`config.mk`:
```
export PLATFORM = sky130hd
export DESIGN_NAME = sseg_scan
export DESIGN_NICKNAME = d
export VERILOG_FILES = /design/src/rtl/sseg_pkg.sv /design/src/rtl/sseg_tick_div.sv /design/src/rtl/sseg_scan.sv
export SDC_FILE = /design/constraint.sdc
export NUM_CORES = 1
export LEC_CHECK = 0
export ABC_CLOCK_PERIOD_IN_PS = 3600
export BUFFER_PORTS_ARGS = -buffer_cell sky130_fd_sc_hd__buf_4
export CORE_ASPECT_RATIO = 0.8
export CORE_MARGIN = 3
export CORE_UTILIZATION = 48
export CTS_CLUSTER_SIZE = 12
export DETAILED_ROUTE_END_ITERATION = 8
export GPL_ROUTABILITY_DRIVEN = 0
export PLACE_DENSITY = 0.68
export SYNTH_ARGS = -nofsm -noshare
export SYNTH_HDL_FRONTEND = slang
export SYNTH_SLANG_ARGS = --single-unit
```
`constraint.sdc`:
```
create_clock -name clk -period 3.6 [get_ports clk]
set_input_delay 0.36 -clock clk [delete_from_list [all_inputs] [get_ports clk]]
set_output_delay 0.36 -clock clk [all_outputs]
set_load 0.05 [all_outputs]
```
`src/rtl/sseg_pkg.sv`:
```
// Shared types and helpers for the 7-segment digit scanner.
// Holds the phase enum, the leading-zero mask helper and the parameter legality check.
package sseg_pkg;

    typedef enum logic {PH_BLANK, PH_SHOW} phase_t;

    localparam int MAX_DIGITS = 8;
    localparam int VW         = 4 * MAX_DIGITS;

    function automatic bit params_ok(input int n, input int div, input int blank);
        return (n >= 1) && (n <= MAX_DIGITS) && (div >= 2) && (blank >= 0) && (blank < div);
    endfunction

    // Bit d set when nibbles d..n-1 are all zero; bit 0 is never set.
    function automatic logic [MAX_DIGITS-1:0] lz_mask(input logic [VW-1:0] v, input int n);
        logic [MAX_DIGITS-1:0] m;
        logic                  zero_above;
        m          = '0;
        zero_above = 1'b1;
        for (int d = MAX_DIGITS - 1; d >= 1; d--) begin
            if (d < n) begin
                zero_above = zero_above & (v[d*4 +: 4] == 4'h0);
                m[d]       = zero_above;
            end
        end
        return m;
    endfunction

endpackage

```
`src/rtl/sseg_tick_div.sv`:
```
// Per-digit period counter: counts 0..DIV-1 and flags the last cycle and the blanking window.
module sseg_tick_div #(
    parameter int DIV   = 50000,
    parameter int BLANK = 16,
    parameter int CW    = 16
) (
    input  logic clk,
    input  logic rst_n,
    output logic wrap,
    output logic in_blank
);

    logic [CW-1:0] cnt;

    assign wrap     = (cnt == CW'(DIV - 1));
    assign in_blank = (cnt < CW'(BLANK));

    always_ff @(posedge clk or negedge rst_n) begin
        if (!rst_n)    cnt <= '0;
        else if (wrap) cnt <= '0;
        else           cnt <= cnt + 1'b1;
    end

endmodule

```
`src/rtl/sseg_scan.sv`:
```
// Time-multiplexed N-digit hex scanner feeding the sseg decoder and the digit commons.
// Values are staged on load and promoted to the shadow set only at frame boundaries.
module sseg_scan
    import sseg_pkg::*;
#(
    parameter int NUM_DIGITS   = 4,
    parameter int REFRESH_DIV  = 50000,
    parameter int BLANK_CYCLES = 16
) (
    input  logic                    clk,
    input  logic                    rst_n,
    input  logic                    load,
    input  logic [4*NUM_DIGITS-1:0] value,
    input  logic [NUM_DIGITS-1:0]   dp_mask,
    input  logic [NUM_DIGITS-1:0]   digit_en,
    input  logic                    lz_en,
    output logic                    sseg_en,
    output logic                    sseg_dp,
    output logic [3:0]              sseg_number,
    output logic [NUM_DIGITS-1:0]   digit_sel,
    output logic                    frame_done
);

    localparam int CW = (REFRESH_DIV > 1) ? $clog2(REFRESH_DIV) : 1;
    localparam int IW = (NUM_DIGITS > 1) ? $clog2(NUM_DIGITS) : 1;
    localparam logic [IW-1:0] LAST = IW'(NUM_DIGITS - 1);

    if (!params_ok(NUM_DIGITS, REFRESH_DIV, BLANK_CYCLES)) begin : g_bad_params
        $error("sseg_scan: illegal NUM_DIGITS/REFRESH_DIV/BLANK_CYCLES");
    end

    typedef struct packed {
        logic [NUM_DIGITS-1:0] sel;
        logic                  en;
        logic                  dp;
        logic [3:0]            num;
        logic                  done;
    } out_t;

    logic wrap, in_blank;

    sseg_tick_div #(.DIV(REFRESH_DIV), .BLANK(BLANK_CYCLES), .CW(CW)) u_div (
        .clk      (clk),
        .rst_n    (rst_n),
        .wrap     (wrap),
        .in_blank (in_blank)
    );

    // Enables are held inverted so the all-zero reset state means every digit is lit.
    logic [NUM_DIGITS-1:0][3:0] stg_val, sh_val;
    logic [NUM_DIGITS-1:0]      stg_dp, sh_dp, stg_dark, sh_dark;
    logic                       pending;
    logic [IW-1:0]              idx, idx_d;
    out_t                       out_q, out_d;
    phase_t                     phase;
    logic                       boundary;
    logic [MAX_DIGITS-1:0]      lz_all;
    logic [NUM_DIGITS-1:0]      lz;

    assign boundary = wrap && (idx == LAST);
    assign lz_all   = lz_mask(VW'(sh_val), NUM_DIGITS);
    assign lz       = lz_all[NUM_DIGITS-1:0];

    always_comb begin
        out_d = '0;
        idx_d = idx;
        phase = in_blank ? PH_BLANK : PH_SHOW;
        if (sh_dark[idx]) phase = PH_BLANK;
        if (phase == PH_SHOW) begin
            out_d.sel = NUM_DIGITS'(1) << idx;
            out_d.dp  = sh_dp[idx];
            if (!(lz_en && lz[idx])) begin
                out_d.en  = 1'b1;
                out_d.num = sh_val[idx];
            end
        end
        out_d.done = boundary;
        if (wrap) idx_d = (idx == LAST) ? '0 : idx + 1'b1;
    end

    always_ff @(posedge clk or negedge rst_n) begin
        if (!rst_n) begin
            out_q <= '0;
            idx   <= '0;
        end else begin
            out_q <= out_d;
            idx   <= idx_d;
        end
    end

    // A load landing on the boundary edge bypasses staging so it shows next frame.
    always_ff @(posedge clk or negedge rst_n) begin
        if (!rst_n) begin
            stg_val  <= '0;
            stg_dp   <= '0;
            stg_dark <= '0;
            sh_val   <= '0;
            sh_dp    <= '0;
            sh_dark  <= '0;
            pending  <= 1'b0;
        end else begin
            if (load) begin
                stg_val  <= value;
                stg_dp   <= dp_mask;
                stg_dark <= ~digit_en;
            end
            if (boundary) begin
                pending <= 1'b0;
                if (load) begin
                    sh_val  <= value;
                    sh_dp   <= dp_mask;
                    sh_dark <= ~digit_en;
                end else if (pending) begin
                    sh_val  <= stg_val;
                    sh_dp   <= stg_dp;
                    sh_dark <= stg_dark;
                end
            end else if (load) begin
                pending <= 1'b1;
            end
        end
    end

    assign digit_sel   = out_q.sel;
    assign sseg_en     = out_q.en;
    assign sseg_dp     = out_q.dp;
    assign sseg_number = out_q.num;
    assign frame_done  = out_q.done;

endmodule

```
Word level (Yosys, flattened, before mapping). Cells that the tools add are included. W data, S select, Z words.

Add/sub/neg operators: 2. Multipliers: 0. Divide/modulo/power cells: 0. Magnitude comparators: 2. Eq/ne operators: 2. Shifts and indexed selects: 1. Multiplexer cells: 23. Bitwise logic cells: 3. Reductions and logical operators: 8.

Operators by type and width (count): $mux W16 (3); $mux W4 (6); $add A16 B1 Y16 const B (1); $eq A16 B16 Y1 const B (1); $lt A16 B5 Y1 const B (1); $logic_not A4 Y1 (3); $mux W10 (1); $bmux W4 S2 (1); $mux W1 (8); $bmux W1 S2 (3); $not A4 Y4 (1); $reduce_bool A2 Y1 (2); $shl A1 B2 Y4 const A (1); $lt A2 B3 Y1 const B (1); $add A2 B1 Y2 const B (1); $and A1 B1 Y1 (2); $eq A2 B2 Y1 const B (1); $logic_and A1 B1 Y1 (2); $mux W2 (1); $reduce_and A2 Y1 (1).

Bits in registers: 78. Latch bits: 0. RAM bits: 0. Bits in read-only memories: 0. Input port bits: 28. Output and inout bits: 11. Memories: 0.

Longest topological paths before layout. Gate-level depths: netlist (run 1).

Depth in word-level cells: 8. Mapped depth: 6. Depth with buffers taken out: 5.

Hierarchy. From an unflattened synthesis (run 1), not the netlist that was laid out.

Cells, all modules: 233. Area, all modules: 3306.9 um^2.

By module, submodules not included: sseg_scan (instances 1, cells an instance 161, area each 2538.7 um^2); sseg_tick_div (instances 1, cells an instance 72, area each 768.2 um^2).

Least setup slack after synthesis (run 1). OpenSTA, ideal clock, no wires.

Path type: reg2reg. From: register u_div.cnt[13]. To: register sh_dark[0]. Library setup time: 0.125 ns. Arrival time: 2.150 ns. Data required time: 3.475 ns. Path slack: 1.326 ns. Stages on the path, launching flop included: 6. Buffers on the path: 1. Cell sequence: dfrtp_1 -> or4_4 -> nor4_4 -> nor3b_4 -> buf_6 -> mux2_2.

Cells in the longest elaborated chain, start to end: 3.

RTL lines: from (decl) (RTL line sseg_tick_div.sv:13) `logic [CW-1:0] cnt;`; from (signal assigned) (RTL line sseg_tick_div.sv:21) `else cnt <= cnt + 1'b1;`; $eq A16 B16 Y1 (RTL line sseg_tick_div.sv:15) `assign wrap = (cnt == CW'(DIV - 1));`; $logic_and A1 B1 Y1 (RTL line sseg_scan.sv:60) `assign boundary = wrap && (idx == LAST);`; $reduce_and A2 Y1 (no line); to (signal assigned) (RTL line sseg_scan.sv:112) `sh_dark <= ~digit_en;`; to (signal assigned) (RTL line sseg_scan.sv:116) `sh_dark <= stg_dark;`; to (decl) (RTL line sseg_scan.sv:51) `logic [NUM_DIGITS-1:0] stg_dp, sh_dp, stg_dark, sh_dark;`.

No other way between the ends. A chain may end at the register's enable or synchronous reset.

Worst setup path after layout (run 1).
From: register u_div.cnt[4]. To: register sh_val[14] in the netlist's numbering.

Cells in the longest elaborated chain, start to end: 3.

RTL lines: $eq A16 B16 Y1 (RTL line sseg_tick_div.sv:15); $logic_and A1 B1 Y1 (RTL line sseg_scan.sv:60); $reduce_and A2 Y1 (no line); to (signal assigned) (RTL line sseg_scan.sv:110) `sh_val <= value;`; to (signal assigned) (RTL line sseg_scan.sv:114) `sh_val <= stg_val;`; to (decl) (RTL line sseg_scan.sv:50) `logic [NUM_DIGITS-1:0][3:0] stg_val, sh_val;`.

No other way between the ends.

==> results.sh, run 1 <==
export IMPL_clock_latency_ns=0.35
export IMPL_min_path_type="input port to asynchronous set/reset pin"
export IMPL_die_w_microns=98.08
export IMPL_worst_pin_slew_ns=0.9271
export IMPL_grt_max_degree=79
export IMPL_critPathLaunchType="register"
export IMPL_cellLeakagePower_nw=1.839
export IMPL_topRoutingLayerUsed="met4"
export IMPL_clockRootBuffer="clkbuf_8"
export IMPL_ys_seq_area_share_pct=59.95
export IMPL_synth_most_common_cell="dfrtp_1"
export IMPL_synthSimpleGateAreaFrac_pct=10.26
export IMPL_cts_tree="built"
export IMPL_finalSetupViolations=0
export IMPL_muxShareOfSynthArea_pct=20.91
export IMPL_fmax_mhz=399.7
export IMPL_synth_fa_ha_area_share_pct=1.922
export IMPL_synth_main_ff_cell="dfrtp_1"
export IMPL_status="completed"
export IMPL_critical_path_slowest_cell="or4_4"
export IMPL_critPathCaptureType="register"
export IMPL_grt_util_all_layers_pct=16.73
export IMPL_antennaDiodeCount=0
export IMPL_cts_clk_slew_worst_paths_ns=0.08
export IMPL_fillers=527
export IMPL_grt_pass1_vias=1996
export IMPL_synth_distinct_cells=31
export IMPL_antenna_found_initial=0
export IMPL_crit_chain="or4_4 -> nor4_4 -> buf_4 -> nor3b_4 -> buf_4 -> mux2_2"
export IMPL_dp_hpwl_microns=3814
export IMPL_detail_route_wirelength_microns=5720
export IMPL_ys_seq_elements=78
export IMPL_route_detailed_wl_per_inst_microns=15.76
export IMPL_synth_area_top_cells="dfrtp_1 (60%), mux2_2 (15%), mux4_2 (4.2%)"
export IMPL_grt_pass1_wl_microns=10080
export IMPL_finalSetupTns_ns=0
export IMPL_vias_per_cell=5.267
export IMPL_cts_buffer_depth=2
export IMPL_portBuffers=38
export IMPL_synth_compound_area_share_pct=1.076
export IMPL_drtIter0Drc=89
export IMPL_numCtsBuffers=9
export IMPL_drive_gt1_share_pct=39.07
export IMPL_power_density_mw_per_mm2=487.3
export IMPL_drc=0
export IMPL_max_cap_viol_count=0
export IMPL_initial_core_util_pct=50.29
export IMPL_io_pins=39
export IMPL_max_stage_delay_ns=0.52
export IMPL_design_die_area_sq_mm=0.007813
export IMPL_cts_num_sinks=78
export IMPL_dr_pass1_iters=4
export IMPL_met1_length_microns=2727
export IMPL_synth_top_family_by_area="multiplexers"
export IMPL_ctsHtreeMaxLevel=3
export IMPL_met3_length_microns=316
export IMPL_cts_repair_resized=0
export IMPL_synth_top_cell_by_area="dfrtp_1"
export IMPL_vdd_ir_drop_max_v=0.0002736
export IMPL_vias=1912
export IMPL_nets=308
export IMPL_syn_inst=232
export IMPL_synth_top_cell_area_share_pct=59.95
export IMPL_areaGrowthSynthToFinish_pct=19.75
export IMPL_core_area_sq_mm=0.006474
export IMPL_rsz0062_at_grt="false"
export IMPL_syn_num_nets=265
export IMPL_synthXorXnorAreaFrac_pct=3.228
export IMPL_worstPathMaxFanout=24
export IMPL_min_period_over_period_pct=69.50
export IMPL_fin_worst_skew_ns=0.007302
export IMPL_hold_viol=0
export IMPL_rows=26
export IMPL_slew_viol_final=0
export IMPL_cts_hold_buffers=0
export IMPL_post_cts_buffers=0
export IMPL_syn_area_per_cell_sq_um=14.03
export IMPL_synthesis_area_sq_mm=0.003256
export IMPL_critPathRequiredTime_ns=3.83
export IMPL_path_common_cell="buf_4"
export IMPL_async_reset_ff_share_pct=100.0
export IMPL_overflow=0
export IMPL_ant_nets=0
export IMPL_worstPathArrival_ns=2.73
export IMPL_yosysWarnings=0
export IMPL_placed_cell_area_sq_mm=0.003616
export IMPL_fin_crit_ns=2.502
export IMPL_relSlewSlack_pct=38.20
export IMPL_setup_worst_path_class="register to register"
export IMPL_dieHeight_microns=79.66
export IMPL_yosys_top_cells_count="dfrtp_1 (78), mux2_2 (44), nor2_1 (13)"
export IMPL_met2_wirelength_microns=2614
export IMPL_final_area_sq_mm=0.003899
export IMPL_synth_edf_count=0
==> area by class of cell <==
cell class / count / area (sq um) / share of cell area (%)
repair buffers: 40 / 300.3 / 7.702
well taps: 84 / 105.1 / 2.696
multi-input cells: 135 / 1217 / 31.23
clock buffers: 9 / 123.9 / 3.177
flip-flops and latches: 78 / 1952 / 50.06
clock inverters: 6 / 158.9 / 4.076
inverters: 11 / 41.29 / 1.059
==> layer usage <==
layer | GRT usage (%) | vias to the layer above
li1 | - | 900
met1 | 23.17 | 958
met2 | 25.34 | 47
met3 | 5.502 | 7
met4 | 4.979 | 0
met5 | 0 | -
==> placed cells by master (no fill, tap or decap), drive strengths merged, types with 4 or more instances in the layout <==
cell,Yosys,routed
mux4,6,6
mux2i,5,5
nand4,6,6
nor2b,6,6
bufinv,0,5
o21ai,4,4
inv,11,11
nor3,4,4
ha,5,5
xnor2,9,9
dfrtp,78,78
clkbuf,4,9
nand2,5,5
nand3,8,8
nor4,5,5
nor2,13,13
buf,4,40
mux2,44,44
==> critical path: cells and delay by family, from the launching register on <==
kind | cells | cell delay, ns
DFF | 1 | 0.45
buffers and inverters | 2 | 0.56
muxes | 1 | 0.39
and+or+nand+nor | 3 | 0.98
==> state kept, by name, indices dropped and copies added (netlist names), 4 cells and up <==
signal,flops
sh_val,16
sseg_number,4
stg_val,16
stg_dp,4
sh_dark,4
u_div.cnt,16
stg_dark,4
digit_sel,4
sh_dp,4
==> cell families after synthesis <==
family                   after synthesis
multiplexers                          55
XOR/XNOR                              12
flip-flops                            78
AO/OA/AOI/OAI                          6
buffers and inverters                 19
AND/OR/NAND/NOR                       57
adder cells (fa/ha/maj)                5
==> path summary, 6_finish.rpt <==
| kind | slack [ns] | start | end | cells after the start |
|---|---|---|---|---|
| setup / recovery | 1.10 | u_div.cnt[4]$_DFF_PN0_ | sh_val[14]$_DFFE_PN0P_ | 6 |
| hold / removal | 0.16 | rst_n | digit_sel[3]$_DFF_PN0_ | 1 |
| setup reg to reg | 1.10 | u_div.cnt[4]$_DFF_PN0_ | sh_val[14]$_DFFE_PN0P_ | 6 |
| hold reg to reg | 0.50 | stg_val[4]$_DFFE_PN0P_ | stg_val[4]$_DFFE_PN0P_ | 1 |
| max in group asynchronous | 2.85 | rst_n | stg_val[12]$_DFFE_PN0P_ | 1 |
| min in group clk | 0.22 | digit_en[1] | stg_dark[1]$_DFFE_PN0P_ | 2 |
==> power breakdown <==
group / switching, mW / internal, mW / total (mW)
Combinational: 0.0412 / 0.0419 / 0.0831
Clock: 0.311 / 0.598 / 0.909
Sequential: 0.00599 / 0.902 / 0.908
==> through the flow <==
step	total power [mW]	hold WS (ns)	util (%)	std cells	setup slack (ns)
6_report	1.900	0.1592	60.22	363	1.098
5_1_grt	1.967	0.2015	60.22	363	0.9874
4_1_cts	1.924	0.1849	60.22	363	1.084
3_5_place_dp	1.011	0.4850	55.86	348	1.114
3_3_place_gp	1.009	0.4782	55.86	348	1.162
2_1_floorplan	0.9609	0.06441	-	232	1.326
No activity file was read; power rests on OpenSTA's default activity.
==> run 2: changes to the inputs <==
--- a/config.mk
+++ b/config.mk
@@ -5,7 +5,7 @@
 export SDC_FILE = /design/constraint.sdc
 export NUM_CORES = 1
 export LEC_CHECK = 0
-export ABC_CLOCK_PERIOD_IN_PS = 3600
+export ABC_CLOCK_PERIOD_IN_PS = 2400
 export BUFFER_PORTS_ARGS = -buffer_cell sky130_fd_sc_hd__buf_4
 export CORE_ASPECT_RATIO = 0.8
 export CORE_MARGIN = 3
==> constraint.sdc (replaced) <==
create_clock -name clk -period 2.4 [get_ports clk]
set_input_delay 0.24 -clock clk [delete_from_list [all_inputs] [get_ports clk]]
set_output_delay 0.24 -clock clk [all_outputs]
set_load 0.05 [all_outputs]
==> results.sh, run 2 (synthesis gave the netlist of run 1 again) <==
export IMPL_dieHeight_microns=79.66
export IMPL_die_w_microns=98.08
export IMPL_critPathRequiredTime_ns=2.63
export IMPL_finalSetupTns_ns=0
export IMPL_ctsHtreeMaxLevel=3
export IMPL_dr_pass1_iters=4
export IMPL_final_cell_mix="dfrtp_1 (78), buf_4 (45), mux2_2 (44)"
export IMPL_multi_input_area_sq_mm=0.001217
export IMPL_post_cts_buffers=0
export IMPL_fin_worst_skew_ns=0.008804
export IMPL_portBuffers=38
export IMPL_rows=26
export IMPL_fmax_mhz=452.4
export IMPL_dp_hpwl_microns=3989
export IMPL_antennaDiodeCount=0
export IMPL_detail_route_wirelength_microns=5716
export IMPL_worstPathArrival_ns=2.44
export IMPL_min_period_over_period_pct=92.11
export IMPL_io_pins=39
export IMPL_cts_num_sinks=78
export IMPL_design_die_area_sq_mm=0.007813
export IMPL_core_area_sq_mm=0.006474
export IMPL_rsz0062_at_grt="false"
export IMPL_drive_gt1_share_pct=40.07
export IMPL_vdd_ir_drop_max_v=0.0004143
export IMPL_fillers=527
export IMPL_grt_pass1_vias=1973
export IMPL_critPathLaunchType="register"
export IMPL_layout_commonest_cell="dfrtp_1"
export IMPL_clockRootBuffer="clkbuf_8"
export IMPL_min_path_type="input port to register"
export IMPL_top_regs="sh_val (16), stg_val (16), u_div.cnt (16)"
export IMPL_max_cap_viol_count=0
export IMPL_areaGrowthSynthToFinish_pct=19.72
export IMPL_route_detailed_wl_per_inst_microns=15.41
export IMPL_cts_buffer_depth=2
export IMPL_placed_cell_area_sq_mm=0.003674
export IMPL_nets=315
export IMPL_vias=1906
export IMPL_ant_nets=0
export IMPL_relSlewSlack_pct=65.21
export IMPL_cts_tree="built"
export IMPL_grt_pass1_wl_microns=9908
export IMPL_setup_worst_path_class="register to register"
export IMPL_numCtsBuffers=9
export IMPL_slew_viol_final=0
export IMPL_overflow=0
export IMPL_antenna_found_initial=0
export IMPL_status="completed"
export IMPL_cts_clk_slew_worst_paths_ns=0.08
export IMPL_grt_util_all_layers_pct=16.68
export IMPL_drtIter0Drc=86
export IMPL_worstPathMaxFanout=24
export IMPL_initial_core_util_pct=50.29
export IMPL_regArea_sq_mm=0.001952
export IMPL_finalSetupViolations=0
export IMPL_final_area_sq_mm=0.003897
export IMPL_grt_max_degree=42
export IMPL_hold_viol=0
export IMPL_cellLeakagePower_nw=1.842
export IMPL_vias_per_cell=5.137
export IMPL_drc=0
export IMPL_power_density_mw_per_mm2=652.9
export IMPL_fin_crit_ns=2.211
export IMPL_critPathCaptureType="register"
export IMPL_worst_pin_slew_ns=0.5218
export IMPL_clock_latency_ns=0.35
-- run 2: cell count changes in the layout (fill, tap and decap cells not counted) --
cell	previous run	this run
buf_4	40	45
bufinv_16	5	2
clkinv_2	0	2
buf_12	0	1
clkbuf_1	0	1
clkinvlp_4	0	1
dlygate4sd3_1	0	1
-- run 2: area by class of cell --
| class | count | area share (%) |
|---|---|---|
| sequential | 78 | 50.08 |
| inverter | 11 | 1.059 |
| tap | 84 | 2.697 |
| clock buffer | 10 | 3.274 |
| clock inverter | 6 | 2.215 |
| multi-input combinational | 135 | 31.24 |
| timing repair buffer | 47 | 9.438 |
-- run 2: report_power, final --
group	total (mW)	leakage [nW]	switching (mW)	internal (mW)
clock	1.05	0.106	0.468	0.584
sequential	1.36	1.00	0.00887	1.35
combinational	0.132	0.731	0.0643	0.0673
total	2.54	1.84	0.541	2.00
-- run 2: worst max-delay path, cell delays in order, from the launching register on --
cell and delay (ns):
dfrtp_1 0.41, or4_4 0.56, nor4_4 0.30, nor3b_4 0.26, buf_12 0.21, mux2_2 0.35
-- run 2: metrics by stage --
step	power, mW	instances	worst slack, ns	util, %	hold WS (ns)
CTS	2.584	371	0.1749	60.20	0.06827
floorplan	1.441	232	0.1257	-	-0.05559
detailed placement	1.522	354	0.1976	56.75	0.2612
finish	2.545	371	0.1895	60.20	0.08551
global placement	1.518	354	0.2414	56.75	0.2525
global route	2.664	371	0.1117	60.20	0.05944
-- run 2: final timing paths --
check	from	end	slack, ns	cells after the start
max	u_div.cnt[13]$_DFF_PN0_	sh_val[13]$_DFFE_PN0P_	0.19	5
min	lz_en	sseg_en$_DFF_PN0_	0.09	2
max reg2reg	u_div.cnt[13]$_DFF_PN0_	sh_val[13]$_DFFE_PN0P_	0.19	5
min reg2reg	stg_val[9]$_DFFE_PN0P_	stg_val[9]$_DFFE_PN0P_	0.50	1
max in group asynchronous	rst_n	sh_val[11]$_DFFE_PN0P_	1.33	3
min in group asynchronous	rst_n	idx[0]$_DFFE_PN0N_	0.40	2
-- run 2: layer usage --
layer / track usage (%) / vias up / wire length, microns
met5: 0 / - / 0
met4: 4.979 / 0 / 70
met3: 6.987 / 8 / 357
met2: 23.30 / 46 / 2484
met1: 23.75 / 940 / 2802
li1: - / 912 / -
-- run 2: what timing repair did --
item                                   4_1_cts  5_1_grt
endpoints found under the hold margin       39        0
hold buffers                                 1        0
gates resized for setup                      0        0
==> run 3: changes to the inputs <==
--- a/config.mk
+++ b/config.mk
@@ -10,6 +10,7 @@
 export CORE_ASPECT_RATIO = 0.8
 export CORE_MARGIN = 3
 export CORE_UTILIZATION = 48
+export CTS_BUF_LIST = sky130_fd_sc_hd__clkbuf_16
 export CTS_CLUSTER_SIZE = 12
 export DETAILED_ROUTE_END_ITERATION = 8
 export GPL_ROUTABILITY_DRIVEN = 0
==> results.sh, run 3 (synthesis gave the netlist of run 1 again) <==
export IMPL_status="completed"
export IMPL_grt_pass1_wl_microns=9949
export IMPL_grt_util_all_layers_pct=16.83
export IMPL_critPathLaunchType="register"
export IMPL_final_cell_mix="dfrtp_1 (78), buf_4 (45), mux2_2 (44)"
export IMPL_vdd_ir_drop_max_v=0.0005560
export IMPL_worstPathMaxFanout=24
export IMPL_clock_latency_ns=0.33
export IMPL_grt_pass1_vias=1961
export IMPL_finalSetupTns_ns=0
export IMPL_pre_cts_slack_ns=0.1976
export IMPL_max_cap_viol_count=0
export IMPL_dp_hpwl_microns=3989
export IMPL_critPathRequiredTime_ns=2.61
export IMPL_design_die_area_sq_mm=0.007813
export IMPL_worstPathArrival_ns=2.42
export IMPL_hold_viol=0
export IMPL_place_inst=354
export IMPL_fin_crit_ns=2.207
export IMPL_clockRootBuffer="clkbuf_16"
export IMPL_worst_pin_slew_ns=0.5230
export IMPL_min_period_over_period_pct=91.97
export IMPL_cts_repair_resized=0
export IMPL_top_regs="sh_val (16), stg_val (16), u_div.cnt (16)"
export IMPL_power_density_mw_per_mm2=728.2
export IMPL_detail_route_wirelength_microns=5786
export IMPL_setup_worst_path_class="register to register"
export IMPL_layout_commonest_cell="dfrtp_1"
export IMPL_nets=315
export IMPL_core_area_sq_mm=0.006474
export IMPL_die_w_microns=98.08
export IMPL_cts_tree="built"
export IMPL_io_pins=39
export IMPL_drtIter0Drc=73
export IMPL_cts_clk_slew_worst_paths_ns=0.06
export IMPL_overflow=0
export IMPL_fin_ws_ns=0.1928
export IMPL_relSlewSlack_pct=65.13
export IMPL_areaGrowthSynthToFinish_pct=22.83
export IMPL_hold_ws_ns=0.1056
export IMPL_antennaDiodeCount=0
export IMPL_grt_max_degree=42
export IMPL_fin_worst_skew_ns=0.005859
export IMPL_numCtsBuffers=9
export IMPL_slew_viol_final=0
export IMPL_vias_per_cell=5.113
export IMPL_antenna_found_initial=0
export IMPL_ant_nets=0
export IMPL_critPathCaptureType="register"
export IMPL_dr_pass1_iters=4
export IMPL_utilization_pct=61.77
export IMPL_fin_cells=371
export IMPL_vias=1897
export IMPL_cts_num_sinks=78
export IMPL_drive_gt1_share_pct=40.07
export IMPL_min_path_type="input port to register"
export IMPL_cellLeakagePower_nw=1.892
export IMPL_initial_core_util_pct=50.29
export IMPL_fmax_mhz=453.1
export IMPL_route_detailed_wl_per_inst_microns=15.60
export IMPL_finalSetupViolations=0
export IMPL_rsz0062_at_grt="false"
export IMPL_rows=26
export IMPL_ctsHtreeMaxLevel=3
export IMPL_cts_buffer_depth=2
export IMPL_drc=0
export IMPL_dieHeight_microns=79.66
export IMPL_portBuffers=38
==> run 3: cell types whose count changed in the layout (fill, tap and decap cells not counted), sizes merged <==
| cell | before | now |
|---|---|---|
| inv | 11 | 12 |
| clkbuf | 10 | 9 |
==> run 3: metal layers <==
| layer | global-route usage, % | routed length (microns) | share of wire [%] |
|---|---|---|---|
| met2 | 23.98 | 2578 | 45 |
| met4 | 5.809 | 65 | 1.1 |
| met3 | 6.463 | 299 | 5.2 |
| met5 | 0 | 0 | 0 |
| met1 | 23.62 | 2841 | 49 |
==> run 3: where the power goes <==
group | switching (mW) | internal [mW] | total (mW)
clock | 0.512 | 0.904 | 1.42
combinational | 0.0643 | 0.0673 | 0.132
sequential | 0.00900 | 1.36 | 1.36
total | 0.586 | 2.33 | 2.91
==> run 3: what timing repair did <==
item                                   CTS  global route
hold buffers                             1             0
endpoints found under the hold margin   39             0
buffers inserted                         0             0
==> run 3: final timing paths <==
kind | start | end | slack [ns] | cells after the start
hold / removal | lz_en | sseg_en$_DFF_PN0_ | 0.11 | 2
setup / recovery | u_div.cnt[13]$_DFF_PN0_ | sh_val[11]$_DFFE_PN0P_ | 0.19 | 5
min in group asynchronous | rst_n | idx[1]$_DFFE_PN0N_ | 0.43 | 2
max in group asynchronous | rst_n | stg_val[6]$_DFFE_PN0P_ | 1.29 | 3
hold reg to reg | stg_val[9]$_DFFE_PN0P_ | stg_val[9]$_DFFE_PN0P_ | 0.50 | 1
setup reg to reg | u_div.cnt[13]$_DFF_PN0_ | sh_val[11]$_DFFE_PN0P_ | 0.19 | 5
==> run 3: stage by stage <==
| step | area (sq um) | total power, mW |
|---|---|---|
| final | 3999 | 2.912 |
| after detailed placement | 3674 | 1.522 |
| after CTS | 3999 | 2.948 |
| after floorplan | 3256 | 1.441 |
| after global placement | 3674 | 1.518 |
| after global routing | 3999 | 3.025 |
==> run 3: final cells by class <==
cell class / instances / area [sq um]
Clock buffer: 9 / 225.2
Sequential cell: 78 / 1952
Inverter: 11 / 41.29
Multi-Input combinational cell: 135 / 1217
Timing Repair Buffer: 47 / 367.9
Tap cell: 84 / 105.1
Clock inverter: 7 / 90.09
Fill cell: 511 / 2475
==> run 3: worst max-delay path: stages (launching register included) <==
cell and delay, ns:
dfrtp_1 0.40, or4_4 0.56, nor4_4 0.30, nor3b_4 0.26, buf_12 0.21, mux2_2 0.35
